**config.mk**
```make
export PLATFORM = sky130hd
export DESIGN_NAME = instruction_loader
export DESIGN_NICKNAME = d
export VERILOG_FILES = /design/src/rtl/instruction_loader.sv
export SDC_FILE = /design/constraint.sdc
export NUM_CORES = 1
export LEC_CHECK = 0
export BUFFER_PORTS_ARGS = -buffer_cell sky130_fd_sc_hd__buf_4
export CORE_ASPECT_RATIO = 1.2
export CORE_MARGIN = 3
export CORE_UTILIZATION = 37
export DETAILED_ROUTE_END_ITERATION = 7
export PLACE_DENSITY = 0.55
export SYNTH_ARGS = -nofsm -noshare
export SYNTH_HDL_FRONTEND = slang
export SYNTH_SLANG_ARGS = --single-unit
export TNS_END_PERCENT = 10
```
**constraint.sdc**
```tcl
create_clock -name clk -period 3.76 [get_ports clk]
set_input_delay 0.188 -clock clk [delete_from_list [all_inputs] [get_ports clk]]
set_output_delay 0.188 -clock clk [all_outputs]
set_load 0.005 [all_outputs]
```
**src/rtl/instruction_loader.sv**
```systemverilog
// instruction_loader: serial boot loader in front of the instruction memory
// write port. Frames a UART byte stream as SYNC_BYTE, 16-bit little-endian
// word count, then count*4 instruction bytes. Every four bytes are assembled
// into one 32-bit word and written at consecutive word-aligned addresses.
//
// Handshake: byte_valid is a single-cycle strobe qualifying byte_data in the
// same cycle. There is no ready/back-pressure; the loader accepts a byte in
// every cycle it is offered, in every state, including back-to-back strobes.
// write_enable is a one-cycle strobe; byte_address/write_data are valid in
// that cycle and hold until the next write.
module instruction_loader #(
  parameter int         MEM_BYTES      = 1024,
  parameter int         TIMEOUT_CYCLES = 1_000_000,
  parameter logic [7:0] SYNC_BYTE      = 8'hA5
) (
  input  logic        clk,
  input  logic        rst_n,
  input  logic        byte_valid,
  input  logic [7:0]  byte_data,
  output logic        write_enable,
  output logic [31:0] byte_address,
  output logic [31:0] write_data,
  output logic        loading,
  output logic        done,
  output logic        error
);

  typedef enum logic [1:0] {
    IDLE   = 2'd0,
    LEN_LO = 2'd1,
    LEN_HI = 2'd2,
    DATA   = 2'd3
  } state_t;

  // Timer wide enough to hold TIMEOUT_CYCLES-1.
  localparam int TW = (TIMEOUT_CYCLES > 2) ? $clog2(TIMEOUT_CYCLES) : 1;
  localparam logic [TW-1:0] TIMER_LAST = TW'(TIMEOUT_CYCLES - 1);
  localparam logic [16:0]   MAX_WORDS  = 17'(MEM_BYTES / 4);

  state_t         state;
  logic [7:0]     count_lo;
  logic [15:0]    word_count;
  logic [15:0]    word_idx;
  logic [1:0]     lane;
  logic [23:0]    asm_q;     // lanes 0..2; lane 3 comes straight from byte_data
  logic [TW-1:0]  timer;

  logic [15:0]    len_w;
  logic           last_word;

  // Full length as it becomes known in LEN_HI, and final-word detect in DATA.
  assign len_w     = {byte_data, count_lo};
  assign last_word = (word_idx == (word_count - 16'd1));

  // Frame FSM with registered memory-write, status and timeout logic.
  always_ff @(posedge clk or negedge rst_n) begin
    if (!rst_n) begin
      state        <= IDLE;
      count_lo     <= '0;
      word_count   <= '0;
      word_idx     <= '0;
      lane         <= '0;
      asm_q        <= '0;
      timer        <= '0;
      write_enable <= 1'b0;
      byte_address <= '0;
      write_data   <= '0;
      loading      <= 1'b0;
      done         <= 1'b0;
      error        <= 1'b0;
    end else begin
      write_enable <= 1'b0;
      done         <= 1'b0;
      if (state == IDLE) begin
        if (byte_valid && (byte_data == SYNC_BYTE)) begin
          state    <= LEN_LO;
          loading  <= 1'b1;
          error    <= 1'b0;
          word_idx <= '0;
          lane     <= '0;
          timer    <= '0;
        end
      end else if (byte_valid) begin
        // Any byte inside a frame restarts the inactivity timer; a SYNC_BYTE
        // here is plain payload, never a restart.
        timer <= '0;
        case (state)
          LEN_LO: begin
            count_lo <= byte_data;
            state    <= LEN_HI;
          end
          LEN_HI: begin
            word_count <= len_w;
            if (len_w == 16'd0) begin
              done    <= 1'b1;
              state   <= IDLE;
              loading <= 1'b0;
            end else if ({1'b0, len_w} > MAX_WORDS) begin
              error   <= 1'b1;
              state   <= IDLE;
              loading <= 1'b0;
            end else begin
              state <= DATA;
            end
          end
          DATA: begin
            case (lane)
              2'd0: asm_q[7:0]   <= byte_data;
              2'd1: asm_q[15:8]  <= byte_data;
              2'd2: asm_q[23:16] <= byte_data;
              default: begin
                write_data   <= {byte_data, asm_q};
                byte_address <= {14'b0, word_idx, 2'b00};
                write_enable <= 1'b1;
                word_idx     <= word_idx + 16'd1;
                if (last_word) begin
                  done    <= 1'b1;
                  state   <= IDLE;
                  loading <= 1'b0;
                end
              end
            endcase
            lane <= lane + 2'd1;
          end
          default: ;
        endcase
      end else if (timer == TIMER_LAST) begin
        // Stalled frame: abandon it, partial word is simply dropped.
        error   <= 1'b1;
        state   <= IDLE;
        loading <= 1'b0;
        timer   <= '0;
      end else begin
        timer <= timer + TW'(1);
      end
    end
  end

endmodule
```
==> out/qor.yml <==
dp_hpwl_um: 10010
finalMaxSlewViolations: 0
grt_first_pass_wirelength_um: 24780
synthDistinctLibCells: 50
cts_setup_buffers: 0
vias_per_cell: 5.151
p_int_uw: 3601
cp_data_arrival_time_ns: 3.26
p_switching_uw: 1738
initial_core_util: 0.3787
synth_largest_area_cell: "dfrtp_1"
core_area_um2: 17570
grt_max_degree: 86
crit_chain: "inv_1, ha_1, or4b_2, nor4_1, xnor2_1, o21ai_0, nor4_2, a31oi_1, a211oi_1, o22ai_1"
die_h_um: 152.9
cts_made_buffers: 17
synth_area_um2: 6655
clk_latency_ns: 0.42
antenna_found_initial: 0
setup_violations: 0
wl_um: 14470
slowest_delay_ns: 0.67
fin_tns_setup_ns: 0
yosys-top-cells-count: "dfrtp_1, mux2_2, nor2_1"
drt_first_pass_iters: 4
startpoint_type: "register"
fin_nets: 660
end_kind: "register"
antenna_cells: 0
crit_required_ns: 4.05
overflow: 0
io_pins: 79
synth_seq_cells: 140
peakVddDrop_uv: 323.5
crit_type: "reg2reg"
powerDensity_nw_per_um2: 683.7
ant_nets: 0
combPwrFrac: 0.282
min_period_over_period: 0.7891
synth_edf_count: 0
clock_path_buffers: 2
gp_congestion: 0.8076
p_clk_frac: 0.280
worst-path-buf-inv: 1
drt_iter0_markers: 196
slew_headroom: 0.4785
clkSinkCount: 140
synth-main-ff-cell: "dfrtp_1"
cellLeakagePower_uw: 0.003744
clk_pin_slew_ns: 0.06
cpMaxStageDelayCell: "or4b_2"
syn_inst: 575
synth_top_cell_area_share: 0.5264
h-tree-depth: 4
hold-worst-slack_ns: 0.09704
layout-drive-gt1-share: 0.2974
first_global_vias: 4742
grt_use_total: 0.1583
syn_area_per_cell_um2: 11.57
fmax_mhz: 337.0
p_sw_frac: 0.3255
fin_skew_ns: 0.009358
yosys_warnings: 0
root_buffer: "clkbuf_16"
status: "finished, final reports clean"
cts_tree: "built"
portBuffers: 62
critPathTopFamily: "simple AND/OR/NAND/NOR gates"
worst_pin_slew_ns: 0.7822
area_delta_synth_final_pct: 17.32
die-area_um2: 19640
die_x_um: 128.4
yosys.cell_count.top_type: "dfrtp_1"
wl_per_cell_um: 16.66
p_seq_frac: 0.438
min_period_ns: 2.967
num-fill-cells: 1635
rsz0062_at_grt: "false"
rows: 53
max_cap_viol_count: 0
vias: 4476
finalHoldViolations: 0
synthArstFlopShare: 1.000
hold_class: "in2reg"
synthTopCellsByArea: "dfrtp_1, mux2_2, xor2_1"
ys_seq_area_frac: 0.5264
drcViolationCount: 0
critPathMaxFanout: 5
-- state kept, by name (all words and copies together), names as in the netlist --
| register | count |
|---|---|
| state | 2 |
| word_count | 16 |
| error | 1 |
| loading | 1 |
| done | 1 |
| timer | 20 |
| asm_q | 24 |
| write_enable | 1 |
| count_lo | 8 |
| lane | 2 |
| word_idx | 16 |
| byte_address | 16 |
| write_data | 32 |
-- layer usage --
layer  global-route usage  wire (µm)
met1               0.2071       6448
met2               0.2528       7115
met3              0.03705        642
met4              0.06320        267
met5                    0          0
-- layout by cell type, fill, tap and decap left out, types with 2 or more instances in the layout --
master | netlist | routed
o31ai_1 | 2 | 2
and3_1 | 12 | 12
nand3b_1 | 2 | 2
clkbuf_16 | 0 | 17
clkinv_2 | 0 | 4
and2_1 | 8 | 8
a21oi_1 | 5 | 5
clkinv_4 | 0 | 2
inv_1 | 12 | 12
nor4_1 | 8 | 8
mux2_2 | 93 | 93
nand3_1 | 17 | 17
o21a_1 | 2 | 2
xnor2_1 | 17 | 17
dfrtp_1 | 140 | 140
xor2_1 | 27 | 27
clkinvlp_4 | 0 | 3
clkbuf_1 | 20 | 3
nand4_1 | 10 | 10
conb_1 | 1 | 16
nor3_1 | 11 | 11
and4_1 | 3 | 3
nor2_1 | 38 | 38
nand2_1 | 36 | 35
nand2b_1 | 7 | 7
or4_1 | 3 | 3
nor4b_1 | 2 | 2
nor2b_1 | 6 | 6
and3b_1 | 2 | 2
nor4_2 | 2 | 2
a31oi_1 | 2 | 2
nand4b_1 | 3 | 3
o21ai_0 | 30 | 30
nor3b_1 | 2 | 2
o211a_1 | 2 | 2
ha_1 | 12 | 12
or3_1 | 4 | 4
buf_4 | 16 | 65
-- what timing repair did --
item / CTS / global route
endpoints found under the hold margin: 83 / 0
hold buffers: 1 / 0
gates resized for setup: 0 / 0
-- cell families (layout without fill, tap and decap cells) --
| logic type | count (synthesis) | in the layout | share of synthesized area |
|---|---|---|---|
| AOI/OAI and AO/OA | 55 | 55 | 0.05132 |
| muxes | 94 | 94 | 0.1589 |
| buffers and inverters | 51 | 110 | 0.03835 |
| DFF | 140 | 140 | 0.5264 |
| adders and majority gates | 12 | 12 | 0.02256 |
| xor gates and xnor gates | 44 | 44 | 0.05791 |
| and+or+nand+nor | 178 | 178 | 0.1440 |
| other | 1 | 16 | 0.0005635 |
-- area by class of cell --
class | count | area, µm² | area share
well taps | 220 | 275.3 | 0.03526
flip-flops and latches | 140 | 3503 | 0.4487
multi-input cells | 399 | 2955 | 0.3785
clock inverters | 10 | 68.82 | 0.008814
clock buffers | 21 | 450.4 | 0.05769
repair buffers | 67 | 509.2 | 0.06522
inverters | 12 | 45.04 | 0.005769
-- through the flow --
step | total power [µW] | util | instances | setup WS (ns) | cell area [µm²]
floorplan | 3310 | - | 590 | 1.124 | 6711
global placement | 3811 | 0.4142 | 837 | 0.9064 | 7278
detailed placement | 3885 | 0.4142 | 837 | 0.8119 | 7278
CTS | 5406 | 0.4443 | 869 | 0.7734 | 7807
global route | 5712 | 0.4443 | 869 | 0.5429 | 7807
finish | 5338 | 0.4443 | 869 | 0.7930 | 7807
-- worst paths after layout --
check | startpoint | slack, ns | to | depth (start not counted)
worst max register to register | word_count[0] | 0.79 | state[0] | 10
worst min-delay path | byte_data[3] | 0.1 | asm_q[3] | 2
worst min register to register | byte_address[5] | 0.48 | byte_address[5] | 2
min in group asynchronous | rst_n | 0.38 | word_idx[9] | 2
worst max-delay path | word_count[0] | 0.79 | state[0] | 10
max in group asynchronous | rst_n | 2.48 | write_data[22] | 3
-- power by group through the flow --
stage | clock, µW | combinational [µW] | sequential, µW
2_1_floorplan | 0 | 1080 | 2230
3_3_place_gp | 0 | 1480 | 2330
3_5_place_dp | 0 | 1520 | 2360
4_1_cts | 1540 | 1530 | 2340
5_1_grt | 1610 | 1690 | 2410
6_report | 1490 | 1510 | 2340
No activity file was read; power rests on OpenSTA's default activity.
